$ cat config.mk
export PLATFORM = sky130hd
export DESIGN_NAME = lock_key_tx
export DESIGN_NICKNAME = d
export VERILOG_FILES = /design/src/rtl/lock_pkg.sv /design/src/rtl/lock_piso.sv /design/src/rtl/lock_key_tx.sv
export SDC_FILE = /design/constraint.sdc
export NUM_CORES = 1
export LEC_CHECK = 0
export ABC_AREA = 1
export CORE_MARGIN = 4
export CORE_UTILIZATION = 50
export DETAILED_ROUTE_END_ITERATION = 16
export PLACE_DENSITY = 0.75
export SKIP_LAST_GASP = 1
export SYNTH_ARGS = -nofsm -noshare
export SYNTH_HDL_FRONTEND = slang
export SYNTH_HIERARCHICAL = 1
export SYNTH_SLANG_ARGS = --single-unit
$ cat constraint.sdc
create_clock -name clk -period 3.9 [get_ports clk]
set_input_delay 1.17 -clock clk [delete_from_list [all_inputs] [get_ports clk]]
set_output_delay 1.17 -clock clk [all_outputs]
set_load 0.1 [all_outputs]
$ cat src/rtl/lock_pkg.sv
// Shared types and constants for the smart-lock serial key path.
package lock_pkg;

  typedef enum logic [1:0] {
    IDLE = 2'd0,
    SEND = 2'd1,
    GAP  = 2'd2
  } state_t;

  localparam int DEFAULT_CODE_W = 4;

  // Unlock pattern expected by the serial lock detector.
  localparam logic [3:0] LOCK_CODE = 4'b1011;

endpackage

$ cat src/rtl/lock_piso.sv
// Parallel-in/serial-out shift register, MSB first.
// msb_next is the MSB the register will hold after the current edge, so the
// owner can register it as its serial output without an extra cycle of delay.
module lock_piso #(
  parameter int W = 4
) (
  input  logic         clk,
  input  logic         reset_n,
  input  logic         load,
  input  logic         shift,
  input  logic [W-1:0] din,
  output logic         msb_next
);

  logic [W-1:0] sr;

  // Load has priority over shift; shifting pulls zeros in from the LSB.
  always_ff @(posedge clk or negedge reset_n) begin
    if (!reset_n) begin
      sr <= '0;
    end else if (load) begin
      sr <= din;
    end else if (shift) begin
      sr <= {sr[W-2:0], 1'b0};
    end
  end

  assign msb_next = load  ? din[W-1] :
                    shift ? sr[W-2]  :
                            sr[W-1];

endmodule

$ cat src/rtl/lock_key_tx.sv
// Serial key transmitter: shifts a latched code out MSB-first, then holds the
// line low for a programmable gap, framed by a start/busy/done handshake.
module lock_key_tx
  import lock_pkg::*;
#(
  parameter int CODE_W = DEFAULT_CODE_W,
  parameter int GAP_W  = 4
) (
  input  logic              clk,
  input  logic              reset_n,
  input  logic              start,
  input  logic [CODE_W-1:0] code,
  input  logic [GAP_W-1:0]  gap,
  output logic              dout,
  output logic              dout_valid,
  output logic              busy,
  output logic              done
);

  localparam int CNT_W = $clog2(CODE_W);

  state_t             state, state_n;
  logic [CNT_W-1:0]   bit_cnt, bit_cnt_n;
  logic [GAP_W-1:0]   gap_cnt, gap_cnt_n;
  logic               dout_n, dout_valid_n, busy_n, done_n;
  logic               load, shift, msb_next;

  lock_piso #(
    .W (CODE_W)
  ) u_piso (
    .clk      (clk),
    .reset_n  (reset_n),
    .load     (load),
    .shift    (shift),
    .din      (code),
    .msb_next (msb_next)
  );

  // State, counters and all outputs are registered; reset aborts any frame.
  always_ff @(posedge clk or negedge reset_n) begin
    if (!reset_n) begin
      state      <= IDLE;
      bit_cnt    <= '0;
      gap_cnt    <= '0;
      dout       <= 1'b0;
      dout_valid <= 1'b0;
      busy       <= 1'b0;
      done       <= 1'b0;
    end else begin
      state      <= state_n;
      bit_cnt    <= bit_cnt_n;
      gap_cnt    <= gap_cnt_n;
      dout       <= dout_n;
      dout_valid <= dout_valid_n;
      busy       <= busy_n;
      done       <= done_n;
    end
  end

  // Next-state logic: accept start in IDLE, count code bits, then count the gap.
  always_comb begin
    state_n      = state;
    bit_cnt_n    = bit_cnt;
    gap_cnt_n    = gap_cnt;
    dout_valid_n = 1'b0;
    done_n       = 1'b0;
    load         = 1'b0;
    shift        = 1'b0;

    case (state)
      IDLE: begin
        if (start) begin
          load         = 1'b1;
          gap_cnt_n    = gap;
          bit_cnt_n    = CNT_W'(CODE_W - 1);
          dout_valid_n = 1'b1;
          state_n      = SEND;
        end
      end
      SEND: begin
        if (bit_cnt != '0) begin
          shift        = 1'b1;
          bit_cnt_n    = bit_cnt - 1'b1;
          dout_valid_n = 1'b1;
        end else if (gap_cnt != '0) begin
          state_n = GAP;
        end else begin
          state_n = IDLE;
          done_n  = 1'b1;
        end
      end
      GAP: begin
        gap_cnt_n = gap_cnt - 1'b1;
        // A count of 1 here is the last gap cycle; <= guards a corrupted 0.
        if (gap_cnt <= GAP_W'(1)) begin
          state_n = IDLE;
          done_n  = 1'b1;
        end
      end
      default: begin
        state_n = IDLE;
      end
    endcase

    // The line is forced low whenever it does not carry a code bit.
    dout_n = dout_valid_n & msb_next;
    busy_n = (state_n != IDLE);
  end

endmodule

* Word level (Yosys, flattened, before mapping)
Cells that the tools add are included.
Word-level totals: register bits after elaboration 16, latch bits 0, memory bits (writable) 0, ROM bits 0, logic and storage cells 48, memories 0
Cells by class: add/sub/neg operators 2, multipliers 0, div/mod/pow operators 0, $lt $le $gt $ge 1, equal/unequal tests 4, shift operators 0, multiplexer cells 23, bitwise operators 1, reductions and logical operators 9
Operators with widths (number):
- 2-bit two-way mux | 6
- 4-bit two-way mux | 3
- 2-bit nonzero test | 5
- 1-bit two-way mux | 9
- 4-bit one-hot mux with 2 select lines | 1
- 2-bit one-hot mux with 3 select lines | 1
- 4-bit by 1-bit <= comparator with 1-bit output (second input constant) | 1
- 2-bit != test (second input constant) | 2
- 1-bit one-hot mux with 2 select lines | 2
- 2-bit one-hot mux with 2 select lines | 1
- 4-bit nonzero test | 1
- 4-bit by 1-bit subtractor with 4-bit output (second input constant) | 1
- 3-bit AND reduction | 1
- 2-bit by 1-bit == test with 1-bit output (second input constant) | 1
- 2-bit == test (second input constant) | 1
- 2-bit logical NOT | 1
- 2-bit AND reduction | 1
- 2-bit by 1-bit subtractor with 2-bit output (second input constant) | 1
- 1-bit AND | 1

* Depth between registers and ports, before layout
Gate-level depths: netlist of the first run.
depth after elaboration 6, depth in mapped cells 9, mapped depth without buffers 9

* Modules after synthesis
The synthesis of the first run kept the hierarchy.
Modules (own cells, without submodules):
- lock_key_tx | times used 1, cells an instance 93, area each 739.5 µm², seq. area each 300.3 µm²
- lock_piso | times used 1, cells an instance 22, area each 188.9 µm², seq. area each 100.1 µm²

* Worst setup path after synthesis of the first run
OpenSTA, ideal clock, no wires.
kind reg-to-output, from register busy, to output port busy, arrival 0.883 ns, required time 2.730 ns, setup slack 1.847 ns, cell stages (with the launch flop) 1, cells stage by stage dfrtp_1
RTL lines:
- start, declared | line lock_key_tx.sv:16 | output logic busy,
- start signal, assigned | line lock_key_tx.sv:55 | busy <= busy_n;
No word-level cell between the ends.

* Worst setup path in the final report of the first run
from register busy, to output port busy
No word-level cell between the ends.

==> impl_metrics.py, run 1 <==
metrics = {
    "power_and_ir_drop": {
        "power_mw": 0.869,
        "power_density_nw_per_um2": 779,
        "leakage_nw": 0.567,
        "ir_drop_v": 0.000540,
    },
    "synth": {
        "ys_ff_latch": 16,
        "synth_common_cells": "nand2_1 (33), dfrtp_1 (16), inv_1 (16), nand3_1 (10), ha_1 (8)",
        "yosysWarnings": 6,
        "yosysTopAreaCell": "dfrtp_1",
        "yosys_most_used_dff": "dfrtp_1",
        "synth_top_area_share_pct": 43.1,
        "synthArstFlopShare_pct": 100,
        "synth_edf_count": 0,
        "yosys-top-cells-area": "dfrtp_1 (43%), nand2_1 (13%), ha_1 (11%)",
        "syn-instance-count": 115,
        "synth_area_um2": 928,
        "ys_seq_area_share_pct": 43.1,
        "synthesis.nets": 134,
        "ys_types": 23,
        "yosysMostFrequentCell": "nand2_1",
        "syn_avg_cell_area_um2": 8.07,
    },
    "clock_tree": {
        "postCtsSetupBuffers": 0,
        "cts_root_buf": "clkbuf_4",
        "cts_buffer_depth": 2,
        "ctsResizeCount": 0,
        "cts_buffers": 3,
        "htree_levels": 1,
        "cts_tree": "yes",
        "clk_latency_ns": 0.28,
        "cts_sinks": 16,
        "clkSlewWorstSetupHoldPaths_ns": 0.08,
        "hold_buffers": 0,
    },
    "timing": {
        "rsz0062_at_grt": "no",
        "drv_slew": 0,
        "setup_violations": 0,
        "fin_tns_setup_ns": 0,
        "maxSlewHeadroom_pct": 35.1,
        "fin_crit_ns": 2.92,
        "final_hold_viol_count": 0,
        "fin_skew_ns": 0.00460,
        "timing.fmax_mhz": 343,
        "post-route-period-util_pct": 74.8,
        "worst_pin_slew_ns": 0.971,
    },
    "worst_setup_path": {
        "critPathTopFamily": "buffers and inverters",
        "worstRegToRegCells": 8,
        "critPathMaxStageDelay_ns": 1.13,
        "crit_path_max_fanout": 1,
        "cp.depth": 1,
        "cp.arrival_ns": 1.75,
        "crit_path_top_delay_cell": "clkdlybuf4s50_1",
        "endpoint_kind": "output pin",
        "cp.buffers_inverters": 1,
        "path_class": "flop to output pin",
        "required_ns": 2.73,
        "cp_cell_sequence": "clkdlybuf4s50_1",
        "worstSetupStartpointType": "flop",
    },
    "cells_and_area": {
        "design_area_um2": 1110,
        "antenna-diode-count": 0,
        "fin_nets": 152,
        "area_growth_pct": 20.1,
        "drive_gt1_share_pct": 9.92,
    },
    "global_route": {
        "grt_usage_pct": 15.2,
        "overflow": 0,
        "grt_pass1_vias": 706,
        "grt_pass1_wl_um": 2980,
        "antenna_found_initial": 0,
        "grt_max_degree": 17,
    },
    "route": {
        "viasPerCell": 4.78,
        "drt_pass1_iterations": 4,
        "vias": 745,
        "post_drt_wl_per_cell_um": 10.2,
        "ant_nets": 0,
        "detail_route.iter0.violations": 10,
        "remaining_drc_errors": 0,
        "routed_wl_um": 1590,
    },
    "place": {
        "hpwlAfterDp_um": 1260,
        "routabilityCongestion": 0.776,
        "io_buffers": 14,
        "post_dp_cell_area_um2": 1090,
    },
    "floorplanning": {
        "rows": 15,
        "die_x_um": 51.1,
        "start_util_pct": 53.2,
        "die_area_um2": 2610,
        "ioPinCount": 15,
        "core_um2": 1750,
        "die_y_um": 51.1,
    },
    "min_path": {
        "holdPathStages": 2,
        "hold_path.class": "flop to flop",
    },
    "outcome": {
        "status": "complete, no violations",
    },
    "flow_run": {
        "max_cap_violations": 0,
    },
}
metal layers:
metal,vias up,part of all wire [%],track usage [%],wire [µm]
met5,-,0,0,0
met4,0,0,1.35,0
met3,0,4.9,6.71,77
met2,12,47,23.6,739
met1,337,49,20.3,769
li1,396,-,-,-
per-stage QoR:
| stage | worst slack, ns | util (%) | hold WS (ns) | cells |
|---|---|---|---|---|
| 2_1_floorplan | 1.85 | - | 0.443 | 115 |
| 3_3_place_gp | 1.29 | 62.6 | 0.459 | 153 |
| 3_5_place_dp | 1.29 | 62.6 | 0.467 | 153 |
| 4_1_cts | 0.962 | 63.9 | 0.485 | 156 |
| 5_1_grt | 0.928 | 63.9 | 0.506 | 156 |
| 6_report | 0.984 | 63.9 | 0.476 | 156 |
cells by family after synthesis:
kind of cell / Yosys count / synth area share [%]
compound gates: 15 / 10.5
xor+xnor: 1 / 0.944
fa+ha+maj: 8 / 10.8
buf+inv: 21 / 9.03
flops: 16 / 43.1
simple gates: 54 / 25.6
layout make-up:
type                       instances  area (µm²)
fill                             166         631
multi-input combinational         78         444
sequential                        16         400
timing repair buffer              14         140
inverter                          20        76.3
tap                               25        31.3
clock buffer                       3        22.5
placed cells by master (no fill, tap or decap), types with 2 or more instances in the layout:
cell / instances
a21oi_1: 3
clkdlybuf4s50_1: 14
clkbuf_4: 3
inv_2: 3
o21ai_0: 3
nand2_1: 33
nand3_1: 10
ha_1: 8
o211ai_1: 2
o21ai_2: 2
inv_1: 16
nor2_1: 7
dfrtp_1: 16
report_power, final:
group | switching (mW) | total [mW] | internal (mW)
Sequential | 0.0454 | 0.285 | 0.240
Clock | 0.0453 | 0.0811 | 0.0358
Combinational | 0.341 | 0.503 | 0.161
Total | 0.432 | 0.869 | 0.437
registers in the layout, indices dropped and copies added, names as in the netlist:
register / cells
state: 2
done: 1
dout_valid: 1
gap_cnt: 4
u_piso/sr: 4
dout: 1
bit_cnt: 2
busy: 1
final timing paths:
kind	from	end	slack, ns
max	busy	busy	0.98
max reg2reg	state[1]	dout	2.27
min in group asynchronous	reset_n	gap_cnt[0]	1.30
min	gap_cnt[3]	gap_cnt[3]	0.48
min reg2reg	gap_cnt[3]	gap_cnt[3]	0.48
max in group asynchronous	reset_n	gap_cnt[1]	2.17
No activity file was read; power rests on OpenSTA's default activity.
==> run 2, diff against run 1 <==
CORE_UTILIZATION = 46   (was 50)
PLACE_DENSITY = 0.73   (was 0.75)
clock period = 2.5 ns   (was 3.9 ns; I/O delays follow)
==> run 2 against run 1 <==
  * Clock skew shrank 0.0025 ns
  * Largest cell class unchanged
  * Global-route usage fell by 0.97 points
  * Register-to-register slack got worse by 1.4 ns
==> impl_metrics.py, run 2 (synthesized netlist as in run 1, its figures left out) <==
metrics = {
    "outcome": {
        "status": "complete, no violations",
    },
    "power_and_ir_drop": {
        "p_int_mw": 0.710,
        "leakage_nw": 0.585,
        "ir_drop_v": 0.000827,
        "power_mw": 1.40,
        "sequentialPowerShare_pct": 32.1,
        "pwr-share-comb_pct": 56.2,
        "switchingPower_mw": 0.690,
        "power_density_nw_per_um2": 1240,
        "swShare_pct": 49.3,
        "p_clk_share_pct": 11.7,
    },
    "cells_and_area": {
        "layout_common_cells": "nand2_1 (33), inv_1 (16), dfrtp_1 (16)",
        "final_common_cell": "nand2_1",
        "antenna-diode-count": 0,
        "area_growth_pct": 21.3,
        "top_regs": "gap_cnt x4, u_piso/sr x4",
        "fin_nets": 153,
        "fill_cells": 174,
        "drive_gt1_share_pct": 14.3,
    },
    "clock_tree": {
        "cts_buffers": 3,
        "postCtsSetupBuffers": 0,
        "cts_root_buf": "clkbuf_4",
        "ctsResizeCount": 0,
        "clkSlewWorstSetupHoldPaths_ns": 0.09,
        "htree_levels": 1,
        "clk_latency_ns": 0.28,
        "cts_tree": "yes",
        "cts_buffer_depth": 2,
        "cts_sinks": 16,
        "hold_buffers": 0,
    },
    "timing": {
        "fin_crit_ns": 1.73,
        "post-route-period-util_pct": 69.1,
        "setup_violations": 0,
        "final_hold_viol_count": 0,
        "rsz0062_at_grt": "no",
        "drv_slew": 0,
        "maxSlewHeadroom_pct": 72.9,
        "fin_tns_setup_ns": 0,
        "timing.fmax_mhz": 579,
        "worst_pin_slew_ns": 0.405,
        "fin_skew_ns": 0.00210,
    },
    "worst_setup_path": {
        "cp.buffers_inverters": 2,
        "crit_path_top_delay_cell": "clkdlybuf4s50_1",
        "cp_cell_sequence": "clkdlybuf4s50_1 -> nand2_4 -> clkinv_2 -> nor2_4 -> nand2_1 -> nand3_1 -> a21boi_0",
        "critPathTopFamily": "buffers and inverters",
        "required_ns": 2.70,
        "critPathMaxStageDelay_ns": 0.47,
        "path_class": "input port to flop",
        "crit_path_max_fanout": 7,
        "cp.arrival_ns": 1.93,
        "worstSetupStartpointType": "input port",
        "endpoint_kind": "flop",
    },
    "route": {
        "routed_wl_um": 1730,
        "drt_pass1_iterations": 4,
        "detail_route.iter0.violations": 30,
        "vias": 765,
        "viasPerCell": 4.84,
        "post_drt_wl_per_cell_um": 10.9,
        "remaining_drc_errors": 0,
        "ant_nets": 0,
    },
    "min_path": {
        "hold_path.class": "flop to flop",
    },
    "global_route": {
        "grt_max_degree": 10,
        "grt_pass1_vias": 677,
        "grt_usage_pct": 14.3,
        "grt_pass1_wl_um": 2890,
        "overflow": 0,
        "antenna_found_initial": 0,
    },
    "place": {
        "hpwlAfterDp_um": 1400,
        "routabilityCongestion": 0.815,
        "io_buffers": 14,
    },
    "floorplanning": {
        "ioPinCount": 15,
        "die_y_um": 52.9,
        "die_x_um": 52.9,
        "start_util_pct": 51.0,
        "die_area_um2": 2800,
        "rows": 15,
        "core_um2": 1820,
    },
    "flow_run": {
        "max_cap_violations": 0,
    },
}
==> run 2: cell types whose count changed in the layout (fill, tap and decap cells not counted) <==
cell / delta
buf_4: +5
clkdlybuf4s50_1: -4
clkbuf_8: +1
==> run 2: per-layer routing <==
metal / vias up / GRT usage (%) / part of all wire, % / wire length, µm
li1: 399 / - / - / -
met1: 345 / 19.2 / 48 / 828
met2: 19 / 20.7 / 45 / 777
met3: 2 / 5.92 / 6.2 / 107
met4: 0 / 4.26 / 0.70 / 12
met5: - / 0 / 0 / 0
==> run 2: power by group through the flow <==
| stage | Clock (mW) | Sequential [mW] | Combinational [mW] |
|---|---|---|---|
| 2_1_floorplan | 0 | 0.597 | 0.470 |
| 3_3_place_gp | 0 | 0.449 | 0.769 |
| 3_5_place_dp | 0 | 0.453 | 0.787 |
| 4_1_cts | 0.172 | 0.449 | 0.794 |
| 5_1_grt | 0.184 | 0.465 | 0.878 |
| 6_report | 0.164 | 0.449 | 0.787 |
==> run 2: worst register-to-register path: stages (launching register included) <==
cell and delay [ns]:
dfrtp_1 0.43, inv_1 0.10, ha_1 0.34, inv_2 0.12, o21ai_2 0.32, o21ai_1 0.12
nand2_1 0.07, nand2_1 0.05
==> run 2: stage by stage <==
step                utilization (%)  cells  setup slack [ns]  cell area (µm²)  hold slack (ns)
floorplan                         -    115             0.867              928            0.443
global placement               59.9    154             0.525             1090            0.462
detailed placement             59.9    154             0.477             1090            0.471
CTS                            61.9    158             0.774             1130            0.493
global route                   61.9    158             0.666             1130            0.531
finish                         61.9    158             0.773             1130            0.491
==> run 2: final timing paths <==
| check | start | end | slack (ns) | cells after the start |
|---|---|---|---|---|
| min reg2reg | gap_cnt[3] | gap_cnt[3] | 0.49 | 2 |
| max in group asynchronous | reset_n | state[0] | 1.28 | 2 |
| max | start | dout | 0.77 | 7 |
| max reg2reg | state[0] | gap_cnt[3] | 0.84 | 7 |
| min | gap_cnt[3] | gap_cnt[3] | 0.49 | 2 |
| min in group asynchronous | reset_n | bit_cnt[0] | 0.75 | 1 |
==> run 2: layout make-up <==
cell class | instances | area (µm²) | area share (%)
multi-input cells | 78 | 444 | 39.4
flip-flops and latches | 16 | 400 | 35.6
repair buffers | 15 | 138 | 12.2
clock buffers | 4 | 36.3 | 3.22
inverters | 20 | 76.3 | 6.78
well taps | 25 | 31.3 | 2.78
==> run 3, diff against run 2 <==
clock period = 1.5 ns   (was 2.5 ns; I/O delays follow)
==> run 3 against run 2 <==
  * Critical path type is now flop to flop
  * Register-to-register slack got worse by 0.74 ns
  * Design area increased by 10%
  * Critical endpoint unchanged
  * Die area unchanged
  * Via count increased by 3.3%
==> impl_metrics.py, run 3 (synthesized netlist as in run 1, its figures left out) <==
metrics = {
    "route": {
        "routed_wl_um": 1740,
        "drt_pass1_iterations": 4,
        "remaining_drc_errors": 0,
        "detail_route.iter0.violations": 19,
        "ant_nets": 0,
        "vias": 790,
        "post_drt_wl_per_cell_um": 10.5,
        "viasPerCell": 4.79,
    },
    "power_and_ir_drop": {
        "switchingPower_mw": 1.21,
        "p_clk_share_pct": 10.7,
        "ir_drop_v": 0.00131,
        "p_int_mw": 1.40,
        "sequentialPowerShare_pct": 28.6,
        "leakage_nw": 0.633,
        "pwr-share-comb_pct": 60.7,
        "power_density_nw_per_um2": 2110,
        "swShare_pct": 46.3,
        "power_mw": 2.61,
    },
    "global_route": {
        "overflow": 0,
        "grt_pass1_vias": 774,
        "grt_max_degree": 17,
        "grt_pass1_wl_um": 3110,
        "antenna_found_initial": 0,
        "grt_usage_pct": 15.3,
    },
    "timing": {
        "timing.fmax_mhz": 714,
        "setup_violations": 0,
        "post-route-period-util_pct": 93.3,
        "drv_slew": 0,
        "final_hold_viol_count": 0,
        "maxSlewHeadroom_pct": 84.3,
        "layout_setup_ws_ns": 0.100,
        "fin_tns_setup_ns": 0,
        "rsz0062_at_grt": "yes",
        "worst_pin_slew_ns": 0.234,
        "fin_crit_ns": 1.40,
        "fin_skew_ns": 0.00402,
    },
    "min_path": {
        "hold_path.class": "input port to async pin",
    },
    "place": {
        "hpwlAfterDp_um": 1390,
        "post_dp_cell_area_um2": 1190,
        "dp_cells": 161,
        "io_buffers": 14,
        "dp_slack_ns": -0.158,
        "routabilityCongestion": 0.803,
    },
    "worst_setup_path": {
        "reg2reg_setup_slack_ns": 0.10,
        "required_ns": 1.73,
        "path_class": "flop to flop",
        "cp.arrival_ns": 1.63,
        "endpoint_kind": "flop",
        "r2r-start": "state[0]",
        "worstReg2RegEnd": "dout",
        "crit_path_max_fanout": 5,
        "worstSetupStartpointType": "flop",
        "worstRegToRegCells": 8,
    },
    "flow_run": {
        "max_cap_violations": 0,
    },
    "clock_tree": {
        "cts_buffer_depth": 2,
        "cts_sinks": 16,
        "clk_latency_ns": 0.29,
        "clkSlewWorstSetupHoldPaths_ns": 0.09,
        "cts_buffers": 3,
        "cts_root_buf": "clkbuf_4",
        "cts_tree": "yes",
        "htree_levels": 1,
    },
    "cells_and_area": {
        "fin_nets": 160,
        "area_growth_pct": 33.7,
        "final_common_cell": "nand2_1",
        "layoutNonFillerInstCount": 165,
        "top_regs": "gap_cnt x4, u_piso/sr x4",
        "layout_common_cells": "nand2_1 (33), inv_1 (16), dfrtp_1 (16)",
        "drive_gt1_share_pct": 20.0,
        "design_area_um2": 1240,
        "fill_cells": 156,
        "antenna-diode-count": 0,
    },
    "floorplanning": {
        "die_area_um2": 2800,
        "rows": 15,
        "core_um2": 1820,
        "start_util_pct": 51.0,
        "die_y_um": 52.9,
        "ioPinCount": 15,
        "die_x_um": 52.9,
    },
    "outcome": {
        "status": "complete, no violations",
    },
}
-- run 3: repair_timing --
action / CTS / global route
buffers inserted: 0 / 0
hold buffers: 0 / 0
setup endpoints to repair: 0 / 8
gates resized for setup: 0 / 4
-- run 3: layout make-up --
type	instances	area [µm²]	area share, %
repair buffers	22	240	19.4
well taps	25	31.3	2.52
flip-flops and latches	16	400	32.3
clock buffers	4	36.3	2.92
inverters	20	76.3	6.15
multi-input cells	78	457	36.8
-- run 3: per-stage QoR --
stage	hold WS, ns	utilization, %
4_1_cts	0.478	67.5
2_1_floorplan	0.154	-
5_1_grt	0.468	68.2
3_3_place_gp	0.463	65.5
3_5_place_dp	0.470	65.5
6_report	0.466	68.2
-- run 3: worst max-delay path, stage by stage, from the launching register on --
cell and delay, ns:
dfrtp_1 0.39, inv_1 0.08, ha_2 0.24, nand2_4 0.10, clkinv_2 0.11, nor2_4 0.13
nand2_1 0.07, nand3_1 0.07, a21boi_1 0.14
-- run 3: power by group through the flow --
stage	clock, mW	combinational [mW]	sequential (mW)
final	0.279	1.59	0.748
after global routing	0.314	1.77	0.774
after CTS	0.289	1.56	0.749
after detailed placement	0	1.55	0.754
after global placement	0	1.51	0.753
after floorplan	0	0.783	0.995
-- run 3: per-layer routing --
| metal | vias up | global-route usage, % | wire length, µm |
|---|---|---|---|
| li1 | 410 | - | - |
| met1 | 357 | 19.4 | 818 |
| met2 | 18 | 23.3 | 794 |
| met3 | 5 | 6.48 | 84 |
| met4 | 0 | 5.11 | 41 |
| met5 | - | 0 | 0 |
-- run 3: worst max path at each step --
| stage | slack, ns | to | from |
|---|---|---|---|
| finish | 0.10 | dout | state[0] |
| global route | -0.05 | dout | state[0] |
| CTS | 0.001 | dout | state[0] |
| detailed placement | -0.16 | dout | start |
| global placement | -0.12 | dout | start |
| floorplan | 0.06 | dout | state[0] |
